`config.mk`:
```
export PLATFORM = sky130hd
export DESIGN_NAME = venus_mem_arbiter
export DESIGN_NICKNAME = d
export VERILOG_FILES = /design/src/rtl/venus_mem_arbiter.sv
export SDC_FILE = /design/constraint.sdc
export NUM_CORES = 1
export LEC_CHECK = 0
export CAP_MARGIN = 20
export CORE_ASPECT_RATIO = 1.2
export CORE_MARGIN = 5
export CORE_UTILIZATION = 21
export CTS_BUF_LIST = sky130_fd_sc_hd__clkbuf_4 sky130_fd_sc_hd__clkbuf_8
export DETAILED_ROUTE_END_ITERATION = 8
export PLACE_DENSITY = 0.81
export RECOVER_POWER = 50
export SLEW_MARGIN = 25
export SYNTH_ARGS = -nofsm -noshare
export SYNTH_HDL_FRONTEND = slang
export SYNTH_SLANG_ARGS = --single-unit
```
`constraint.sdc`:
```
create_clock -name clk -period 1.7 [get_ports clk]
set_input_delay 0.17 -clock clk [delete_from_list [all_inputs] [get_ports clk]]
set_output_delay 0.17 -clock clk [all_outputs]
set_load 0.01 [all_outputs]
```
`src/rtl/venus_mem_arbiter.sv`:
```
// Two-port arbiter sharing one synchronous memory between fetch and load/store.
// Ports: clk, reset (async active-low), if_* fetch port, ls_* load/store port, mem_* macro side.
module venus_mem_arbiter #(
  parameter int ADDR     = 16,
  parameter int W_DATA   = 32,
  parameter int MAX_WAIT = 4
) (
  input  logic              clk,
  input  logic              reset,
  input  logic              if_req_i,
  input  logic [ADDR-1:0]   if_addr_i,
  output logic              if_gnt_o,
  output logic              if_stall_o,
  output logic              if_rvalid_o,
  output logic [W_DATA-1:0] if_rdata_o,
  input  logic              ls_req_i,
  input  logic              ls_write_i,
  input  logic [ADDR-1:0]   ls_addr_i,
  input  logic [W_DATA-1:0] ls_wdata_i,
  output logic              ls_gnt_o,
  output logic              ls_stall_o,
  output logic              ls_rvalid_o,
  output logic [W_DATA-1:0] ls_rdata_o,
  output logic              mem_en_o,
  output logic              mem_we_o,
  output logic [ADDR-1:0]   mem_addr_o,
  output logic [W_DATA-1:0] mem_wdata_o,
  input  logic [W_DATA-1:0] mem_rdata_i
);

  localparam logic [3:0] WAIT_MAX = 4'(MAX_WAIT);

  logic [3:0] starve_cnt;
  logic       rd_pend;
  logic       rd_owner;
  logic       fetch_pri;
  logic       rd_gnt;

  assign fetch_pri = (starve_cnt == WAIT_MAX);

  always_comb begin
    if_gnt_o = 1'b0;
    ls_gnt_o = 1'b0;
    if (fetch_pri) begin
      if_gnt_o = if_req_i;
      ls_gnt_o = ls_req_i & ~if_req_i;
    end else begin
      ls_gnt_o = ls_req_i;
      if_gnt_o = if_req_i & ~ls_req_i;
    end
  end

  assign if_stall_o = if_req_i & ~if_gnt_o;
  assign ls_stall_o = ls_req_i & ~ls_gnt_o;

  assign mem_en_o    = if_gnt_o | ls_gnt_o;
  assign mem_we_o    = ls_gnt_o & ls_write_i;
  assign mem_wdata_o = ls_wdata_i;

  always_comb begin
    mem_addr_o = '0;
    unique case (1'b1)
      if_gnt_o: mem_addr_o = if_addr_i;
      ls_gnt_o: mem_addr_o = ls_addr_i;
      default:  mem_addr_o = '0;
    endcase
  end

  // Stores complete in the grant cycle; only reads expect a return.
  assign rd_gnt = if_gnt_o | (ls_gnt_o & ~ls_write_i);

  always_ff @(posedge clk or negedge reset) begin
    if (!reset) begin
      starve_cnt <= '0;
    end else if (if_req_i & ~if_gnt_o) begin
      if (starve_cnt != WAIT_MAX)
        starve_cnt <= starve_cnt + 4'd1;
    end else begin
      starve_cnt <= '0;
    end
  end

  always_ff @(posedge clk or negedge reset) begin
    if (!reset) begin
      rd_pend  <= 1'b0;
      rd_owner <= 1'b0;
    end else begin
      rd_pend <= rd_gnt;
      if (rd_gnt)
        rd_owner <= ls_gnt_o;
    end
  end

  assign if_rvalid_o = rd_pend & ~rd_owner;
  assign ls_rvalid_o = rd_pend & rd_owner;
  assign if_rdata_o  = mem_rdata_i;
  assign ls_rdata_o  = mem_rdata_i;

endmodule

```
==> results of run 1 <==
cell families (layout without fill, tap and decap cells):
| group | after synthesis | after routing |
|---|---|---|
| AO/OA/AOI/OAI | 21 | 21 |
| XOR/XNOR | 2 | 2 |
| adder cells (fa/ha/maj) | 2 | 2 |
| buffers and inverters | 105 | 89 |
| flip-flops | 6 | 6 |
| AND/OR/NAND/NOR | 13 | 13 |
placed cells by master, fill, tap and decap left out, drive strengths merged:
cell type | synthesis | routed
xor2 | 1 | 1
and3 | 1 | 1
a22o | 16 | 16
clkdlybuf4s50 | 0 | 37
nand3 | 2 | 2
clkbuf | 0 | 4
or2 | 1 | 1
a21o | 1 | 1
nor2b | 1 | 1
dlymetal6s2s | 0 | 1
a221oi | 1 | 1
xnor2 | 1 | 1
buf | 98 | 39
nand3b | 1 | 1
ha | 2 | 2
dfrtp | 6 | 6
and2 | 2 | 2
dlygate4sd2 | 0 | 1
a21boi | 1 | 1
inv | 7 | 7
a21oi | 2 | 2
nor2 | 4 | 4
and3b | 1 | 1
metal layers:
layer / GRT usage / vias to the layer above
met5: 0 / -
met4: 0.132 / 0
met3: 0.0691 / 56
met2: 0.189 / 76
met1: 0.0742 / 362
li1: - / 355
per-stage QoR:
| stage | util | power [mW] | worst slack, ns | std cells | setup TNS [ns] |
|---|---|---|---|---|---|
| after detailed placement | 0.229 | 0.446 | -0.405 | 203 | -6.43 |
| after CTS | 0.239 | 0.669 | -0.224 | 214 | -2.91 |
| after global routing | 0.240 | 0.693 | -0.266 | 213 | -3.76 |
| final | 0.240 | 0.659 | -0.206 | 213 | -2.70 |
| after global placement | 0.229 | 0.442 | -0.368 | 203 | -5.61 |
| after floorplan | - | 0.475 | 0.143 | 149 | 0 |
power by group through the flow:
stage | clock network (mW) | registers, mW | logic (mW)
2_1_floorplan | 0 | 0.156 | 0.319
3_3_place_gp | 0 | 0.156 | 0.286
3_5_place_dp | 0 | 0.156 | 0.290
4_1_cts | 0.225 | 0.155 | 0.289
5_1_grt | 0.230 | 0.155 | 0.309
6_report | 0.217 | 0.155 | 0.288
layout make-up:
class	instances	area (µm²)
fillers	642	4340
repair buffers	79	719
flip-flops and latches	6	150
multi-input cells	38	333
inverters	7	26.3
well taps	80	100
clock buffers	3	41.3
critical path, stage by stage, from the launching register on:
cell and delay (ns):
dfrtp_1 0.38, inv_1 0.07, ha_2 0.17, and3b_4 0.22, a21boi_4 0.06, buf_12 0.14
buf_6 0.12, a22o_1 0.21, buf_2 0.15
worst min-delay path by stage:
stage / start / endpoint / slack [ns] / depth (start not counted)
2_1_floorplan: reset / rd_owner / -0.13 / 0
3_3_place_gp: ls_wdata_i[14] / mem_wdata_o[14] / 0.34 / 0
3_5_place_dp: ls_wdata_i[14] / mem_wdata_o[14] / 0.34 / 0
4_1_cts: reset / starve_cnt[1] / 0.20 / 1
5_1_grt: reset / starve_cnt[1] / 0.22 / 1
6_report: reset / starve_cnt[1] / 0.19 / 1
what timing repair did:
item                       in CTS  in global routing
buffers inserted                7                  1
gates cloned                    1                  0
setup endpoints to repair      22                 21
pin swaps                       6                  7
resized for setup              89                 10
sequential cells by signal, summed over array words and instances, names as in the netlist:
register	count
starve_cnt	4
rd_owner	1
rd_pend	1
==> flow_summary_export.csv, run 1 <==
group,metric,value,unit
sta,clock_skew,0.000617,ns
sta,period_needed,1.91,ns
finish,num-nets-final,238,
die,core,5710,µm²
power_and_ir_drop,combPwrFrac,0.436,
sta,finalMaxSlewViolations,0,
synth,synth_mux_area_frac,0,
synth,netlist_area,1230,µm²
worst_setup_path,reg2reg_from,"starve_cnt[0]",
routing,dr_total_vias,849,
power_and_ir_drop,clock_power_share,0.329,
routing,wl,4390,µm
die,std_cell_rows,30,
routing,dr.pass1.iters,3,
worst_setup_path,r2r_slack,0.28,ns
cts,clock_path_buffers,2,
synth,synth_flop_cell,"dfrtp_1",
routing,drc_errors,0,
cts,root_buffer,"clkbuf_8",
placed_design,hpwl,3530,µm
min_path,hold_class,"in2async",
finish,drive_gt1_frac,0.383,
global_routing,antenna_found_initial,0,
sta,timing.hold.ws,0.195,ns
synth,syn_area_per_cell,8.29,µm²
sta,layout_setup_ws,-0.206,ns
die,die-height,94.0,µm
synth,synth_commonest_cells,"buf_4, a22o_1, inv_1",
synth,ys_ff_latch,6,
worst_setup_path,worst-r2r-cell-count,7,
global_routing,grt_pass1_wl,5930,µm
synth,synth_top_family_by_area,"buffers and inverters",
power_and_ir_drop,internal_power,482,µW
cts,insertion_delay,0.23,ns
routing,ant_nets,0,
worst_setup_path,end_kind,"output port",
cts,cts_num_sinks,6,
synth,synthAdderAreaFrac,0.0203,
synth,synth-edff-count,0,
synth,yosys.area.top_type,"buf_4",
synth,syn_inst,149,
synth,ys_seq_area_frac,0.122,
worst_setup_path,rr_endpoint,"rd_pend",
synth,async_flop_share,1.00,
routing,vias_per_cell,3.99,
die,dieArea,7520,µm²
finish,stdcell_area,1370,µm²
routing,dr_wl_met3,778,µm
global_routing,grt_max_degree,10,
power_and_ir_drop,p_switching,177,µW
routing,wl_per_cell,20.6,µm
sta,finalHoldViolCount,0,
synth,synth_area_leaders,"buf_4, dfrtp_1, a22o_1, inv_1, ha_1",
placed_design,placed_cell_area,1310,µm²
die,initial_utilization,0.216,
cts,clk_pin_slew_worst_paths,0.04,ns
placed_design,place_congestion,0.708,
die,pin_count,221,
global_routing,grtUsageTotal,0.112,
synth,synth_most_common_cell,"buf_4",
sta,fmax,0.525,GHz
sta,period_share,1.12,
sta,rsz0062_at_grt,"true",
synth,synth_nets,252,
cts,cts_hold_buffers,0,
sta,relSlewSlack,0.805,
die,die_w,80.0,µm
routing,drt_iter0_drc,26,
synth,synth_xor_xnor_area_share,0.0142,
routing,met2_length,2180,µm
cts,h-tree-depth,1,
power_and_ir_drop,vdd_ir_drop_max,0.126,mV
worst_setup_path,cp-start-kind,"flip-flop",
sta,tightest_slew,0.292,ns
worst_setup_path,crit_path_end,"mem_addr_o[4]",
cts,cts-buffers-inserted,3,
power_and_ir_drop,sw_frac_of_total,0.269,
placed_design,io_buffers,60,
routing,dr.max_layer_used,"met4",
finish,area_delta_synth_final,10.9,%
synth,yosysWarnings,0,
power_and_ir_drop,cellPowerDensity,481,nW/µm²
worst_setup_path,cp_max_fo,6,
synth,yosys.area_share.simple,0.0618,
cts,cts_tree,"built",
global_routing,grt_overflow,0,
worst_setup_path,cp.arrival,1.74,ns
sta,setup_viol,16,
flow_run,maxCapViolations,0,
synth,synth_top_area_frac,0.584,
routing,wl_met1,948,µm
worst_setup_path,startpoint,"starve_cnt[0]",
global_routing,grt_pass1_vias,960,
status,status,"finished, violations left",
status,violations,"negative setup slack",
worst_setup_path,cp.required,1.53,ns
power_and_ir_drop,p_seq_frac,0.234,
worst_setup_path,worstSetupPathType,"reg2out",
synth,ys_types,21,
synth,synth_compound_area_frac,0.159,
power_and_ir_drop,p_leak,0.645,nW
finish,antenna_cells,0,
(Power assumes the default switching activity.)
==> run 2: changes to the inputs <==
--- a/config.mk
+++ b/config.mk
@@ -6,12 +6,12 @@
 export NUM_CORES = 1
 export LEC_CHECK = 0
 export CAP_MARGIN = 20
-export CORE_ASPECT_RATIO = 1.2
-export CORE_MARGIN = 5
-export CORE_UTILIZATION = 21
+export CORE_AREA = 5 5 82 84
 export CTS_BUF_LIST = sky130_fd_sc_hd__clkbuf_4 sky130_fd_sc_hd__clkbuf_8
 export DETAILED_ROUTE_END_ITERATION = 8
-export PLACE_DENSITY = 0.81
+export DIE_AREA = 0 0 87 89
+export GPL_ROUTABILITY_DRIVEN = 0
+export PLACE_DENSITY = 0.82
 export RECOVER_POWER = 50
 export SLEW_MARGIN = 25
 export SYNTH_ARGS = -nofsm -noshare
==> constraint.sdc (replaced) <==
create_clock -name clk -period 2.4 [get_ports clk]
set_input_delay 0.24 -clock clk [delete_from_list [all_inputs] [get_ports clk]]
set_output_delay 0.24 -clock clk [all_outputs]
set_load 0.01 [all_outputs]
==> run 2 against run 1 <==
  * The flow now finishes without violations
  * Power fell by 32%
  * Die area rose by 3.0%
  * Register-to-register slack improved by 0.76 ns
  * Global-route usage fell by 4.2 points
  * Non-clock buffer count fell by 14
  * Sequential share of layout area rose by 0.57 points
  * Setup slack improved by 0.31 ns
  * Sequential power fell by 29%
  * Final area fell by 4.9%
==> flow_summary_export.csv, run 2 (synthesis results as in run 1) <==
group,metric,value,unit
global_routing,grtUsageTotal,0.0701,
worst_setup_path,rr_endpoint,"rd_pend",
sta,period_needed,2.30,ns
global_routing,grt_overflow,0,
cts,h-tree-depth,1,
finish,multi_input_area,315,µm²
cts,clk_pin_slew_worst_paths,0.03,ns
die,pin_count,221,
sta,relSlewSlack,0.824,
worst_setup_path,end_kind,"output port",
power_and_ir_drop,total_power,450,µW
routing,drc_errors,0,
cts,root_buffer,"clkbuf_8",
power_and_ir_drop,cellPowerDensity,345,nW/µm²
sta,tightest_slew,0.263,ns
finish,num-nets-final,224,
routing,vias_per_cell,3.93,
worst_setup_path,cp.arrival,2.06,ns
worst_setup_path,slowest_stage,"clkdlybuf4s50_1",
worst_setup_path,cp-start-kind,"flip-flop",
min_path,hold_class,"in2async",
finish,drive_gt1_frac,0.101,
finish,final_cell_mix,"clkdlybuf4s50_1, a22o_1, inv_1",
worst_setup_path,cp_max_fo,19,
global_routing,grt_max_degree,20,
power_and_ir_drop,p_leak,0.596,nW
global_routing,grt_pass1_vias,793,
worst_setup_path,worstSetupPathType,"reg2out",
finish,top_register,"starve_cnt",
sta,layout_setup_ws,0.104,ns
sta,setup_viol,0,
sta,fmax,0.436,GHz
global_routing,antenna_found_initial,0,
placed_design,dp_slack,0.214,ns
finish,largest_register_ffs,4,
sta,finalMaxSlewViolations,0,
placed_design,hpwl,2630,µm
routing,dr_total_vias,762,
cts,cts_tree,"built",
finish,fin_util,0.223,
cts,clock_path_buffers,2,
worst_setup_path,max_stage_delay,0.54,ns
finish,top_regs,"starve_cnt x4, rd_owner x1, rd_pend x1",
die,core,5850,µm²
finish,mostFrequentLayoutCell,"clkdlybuf4s50_1",
sta,period_share,0.957,
sta,finalHoldViolCount,0,
die,die_w,87,µm
die,std_cell_rows,28,
cts,insertion_delay,0.22,ns
power_and_ir_drop,vdd_ir_drop_max,0.190,mV
worst_setup_path,startpoint,"starve_cnt[0]",
die,die-height,89,µm
sta,clock_skew,0.00257,ns
finish,area_delta_synth_final,5.47,%
routing,drt_iter0_drc,9,
finish,regArea,150,µm²
cts,cts_num_sinks,6,
routing,dr.pass1.iters,2,
die,initial_utilization,0.211,
worst_setup_path,crit_chain,"inv_1 > ha_1 > and3b_4 > a21boi_4 > buf_12 > a22o_1 > clkdlybuf4s50_1",
sta,setup_tns,0,ns
worst_setup_path,worst-r2r-cell-count,6,
placed_design,io_buffers,60,
flow_run,maxCapViolations,0,
finish,antenna_cells,0,
finish,num-fill-cells,657,
worst_setup_path,r2r_slack,1.04,ns
worst_setup_path,cp.required,2.16,ns
status,status,"completed",
global_routing,grt_pass1_wl,3920,µm
cts,cts-buffers-inserted,3,
routing,wl_per_cell,15.9,µm
cts,cts_hold_buffers,0,
die,dieArea,7740,µm²
routing,wl,3090,µm
routing,ant_nets,0,
worst_setup_path,reg2reg_from,"starve_cnt[0]",
[run 2: cell types whose count changed in the layout (fill, tap and decap cells not counted), sizes merged]
cell / before / now
buf: 39 / 5
clkdlybuf4s50: 37 / 55
dlymetal6s2s: 1 / 5
clkbuf: 4 / 3
dlygate4sd2: 1 / 0
[run 2: how the worst max path moves through the flow]
stage	end	slack (ns)	cells past startpoint
floorplan	mem_we_o	0.77	6
global placement	mem_addr_o[15]	0.22	5
detailed placement	mem_addr_o[5]	0.21	5
CTS	mem_addr_o[15]	0.02	7
global route	mem_addr_o[11]	-0.009	7
finish	mem_addr_o[8]	0.10	7
[run 2: worst max-delay path: cells and delay by family (launching register included)]
family                     cells  cell delay, ns
DFF                            1            0.35
and+or+nand+nor                1            0.21
buffers and inverters          3            0.75
adders and majority gates      1            0.21
AOI/OAI and AO/OA              2            0.30
[run 2: power by group]
part           internal (mW)  leakage (nW)  switching (mW)
sequential             0.106        0.0787         0.00355
combinational          0.128         0.496          0.0651
clock                  0.107        0.0216          0.0393
[run 2: repair_timing]
| item | CTS | global route |
|---|---|---|
| buffers inserted | 0 | 2 |
| setup endpoints to repair | 0 | 17 |
| gates resized for setup | 0 | 5 |
[run 2: cell type report]
| cell class | instances | area share |
|---|---|---|
| multi-input cells | 38 | 0.242 |
| repair buffers | 65 | 0.519 |
| flip-flops and latches | 6 | 0.115 |
| clock buffers | 3 | 0.0317 |
| well taps | 75 | 0.0720 |
| inverters | 7 | 0.0202 |
[run 2: per-stage QoR]
step | cells | area [µm²] | hold slack [ns]
floorplan | 149 | 1230 | -0.0556
global placement | 189 | 1230 | 0.474
detailed placement | 189 | 1230 | 0.480
CTS | 192 | 1270 | 0.266
global route | 194 | 1300 | 0.282
finish | 194 | 1300 | 0.259
[run 2: layer usage]
metal / part of all wire / track usage
met2: 0.48 / 0.116
met1: 0.24 / 0.0422
met5: 0 / 0
met4: 0.10 / 0.0765
met3: 0.18 / 0.0618
==> run 3: changes to the inputs <==
--- a/config.mk
+++ b/config.mk
@@ -6,12 +6,14 @@
 export NUM_CORES = 1
 export LEC_CHECK = 0
 export CAP_MARGIN = 20
-export CORE_AREA = 5 5 82 84
+export CORE_ASPECT_RATIO = 1.2
+export CORE_MARGIN = 5
+export CORE_UTILIZATION = 19
 export CTS_BUF_LIST = sky130_fd_sc_hd__clkbuf_4 sky130_fd_sc_hd__clkbuf_8
+export CTS_CLUSTER_DIAMETER = 200
 export DETAILED_ROUTE_END_ITERATION = 8
-export DIE_AREA = 0 0 87 89
 export GPL_ROUTABILITY_DRIVEN = 0
-export PLACE_DENSITY = 0.82
+export PLACE_DENSITY_LB_ADDON = 0.12
 export RECOVER_POWER = 50
 export SLEW_MARGIN = 25
 export SYNTH_ARGS = -nofsm -noshare
==> constraint.sdc (replaced) <==
create_clock -name clk -period 1.9 [get_ports clk]
set_input_delay 0.19 -clock clk [delete_from_list [all_inputs] [get_ports clk]]
set_output_delay 0.19 -clock clk [all_outputs]
set_load 0.01 [all_outputs]
==> run 3 against run 2 <==
  * The run now ends with negative setup slack left
  * Flip-flop and latch count unchanged
  * Cell count up 13%
  * Register-to-register slack worse by 0.52 ns
  * Setup slack worse by 0.11 ns
  * Die area up 6.1%
  * Via count up 7.5%
  * Highest routed layer unchanged
==> flow_summary_export.csv, run 3 (synthesis results as in run 1) <==
group,metric,value,unit
sta,finalHoldViolCount,0,
sta,fmax,0.525,GHz
global_routing,grt_pass1_vias,960,
die,initial_utilization,0.194,
sta,rsz0062_at_grt,"true",
finish,mostFrequentLayoutCell,"clkdlybuf4s50_1",
worst_setup_path,cp.required,1.71,ns
finish,stdcell_area,1370,µm²
cts,h-tree-depth,1,
cts,cts-buffers-inserted,3,
finish,fin_cells,220,
cts,root_buffer,"clkbuf_8",
cts,clock_path_buffers,2,
cts,cts_tree,"built",
worst_setup_path,worstSetupPathType,"reg2out",
finish,drive_gt1_frac,0.348,
routing,dr.pass1.iters,2,
finish,fin_util,0.214,
finish,area_delta_synth_final,10.5,%
finish,num-nets-final,240,
placed_design,placed_cell_area,1300,µm²
sta,clock_skew,0.00509,ns
sta,setup_viol,2,
global_routing,grt_max_degree,9,
status,violations,"negative setup slack",
routing,wl,3100,µm
sta,period_share,1.00,
die,die-height,98.3,µm
global_routing,grt_pass1_wl,4860,µm
routing,drt_iter0_drc,11,
cts,cts_num_sinks,6,
worst_setup_path,end_kind,"output port",
routing,dr_total_vias,819,
finish,antenna_cells,0,
die,core,6370,µm²
finish,final_cell_mix,"clkdlybuf4s50_1, a22o_1, buf_2",
cts,insertion_delay,0.23,ns
routing,vias_per_cell,3.72,
sta,finalMaxSlewViolations,0,
global_routing,grt_overflow,0,
power_and_ir_drop,total_power,582,µW
placed_design,dp_cells,210,
worst_setup_path,cp.arrival,1.71,ns
sta,layout_setup_ws,-0.00335,ns
finish,multi_input_area,328,µm²
placed_design,hpwl,2610,µm
routing,ant_nets,0,
power_and_ir_drop,p_leak,0.645,nW
sta,timing.hold.ws,0.209,ns
die,dieArea,8220,µm²
power_and_ir_drop,vdd_ir_drop_max,0.124,mV
sta,setup_tns,-0.00556,ns
status,status,"finished, violations left",
min_path,hold_class,"in2async",
finish,top_regs,"starve_cnt x4, rd_owner x1, rd_pend x1",
routing,wl_per_cell,14.1,µm
sta,relSlewSlack,0.810,
die,die_w,83.6,µm
global_routing,antenna_found_initial,0,
placed_design,io_buffers,60,
global_routing,grtUsageTotal,0.0749,
die,std_cell_rows,32,
die,pin_count,221,
sta,period_needed,1.90,ns
routing,drc_errors,0,
worst_setup_path,cp-start-kind,"flip-flop",
power_and_ir_drop,cellPowerDensity,426,nW/µm²
placed_design,dp_slack,-0.112,ns
sta,tightest_slew,0.285,ns
worst_setup_path,cp_max_fo,6,
finish,largest_register_ffs,4,
cts,clk_pin_slew_worst_paths,0.04,ns
finish,regArea,150,µm²
finish,top_register,"starve_cnt",
flow_run,maxCapViolations,0,
finish,num-fill-cells,713,
## run 3: cell type report
class,instances,area share
clock buffers,3,0.0302
multi-input cells,38,0.240
well taps,85,0.0779
flip-flops and latches,6,0.110
inverters,7,0.0192
repair buffers,81,0.522
## run 3: critical path, cell delays in order, from the launching register on
cell	delay (ns)
dfrtp_1	0.34
inv_1	0.08
ha_4	0.16
and3b_4	0.19
a21boi_4	0.22
buf_6	0.16
buf_6	0.09
a22o_1	0.11
buf_2	0.13
## run 3: power breakdown
part | internal [mW] | switching [mW]
Combinational | 0.158 | 0.0889
Clock | 0.137 | 0.0601
Sequential | 0.134 | 0.00424
## run 3: metal layers
metal	global-route usage	part of all wire	up-vias
li1	-	-	361
met1	0.0638	0.31	355
met2	0.131	0.52	78
met3	0.0473	0.14	25
met4	0.0446	0.031	0
met5	0	0	-
## run 3: path summary, 6_finish.rpt
path,start,endpoint,slack [ns],cells after the start
max,starve_cnt[0],mem_addr_o[7],-0.003,8
min,reset,starve_cnt[2],0.21,1
max reg2reg,starve_cnt[0],rd_pend,0.52,7
min reg2reg,starve_cnt[0],starve_cnt[0],0.54,2
max in group asynchronous,reset,rd_pend,1.47,1
min in group clk,ls_wdata_i[16],mem_wdata_o[16],0.38,0
## run 3: what timing repair did
action | CTS | global route
buffers inserted | 4 | 2
hold buffers | 0 | 0
resized for setup | 77 | 12
pin swaps | 3 | 11
gates cloned | 1 | 0
endpoints found under the setup margin | 21 | 20
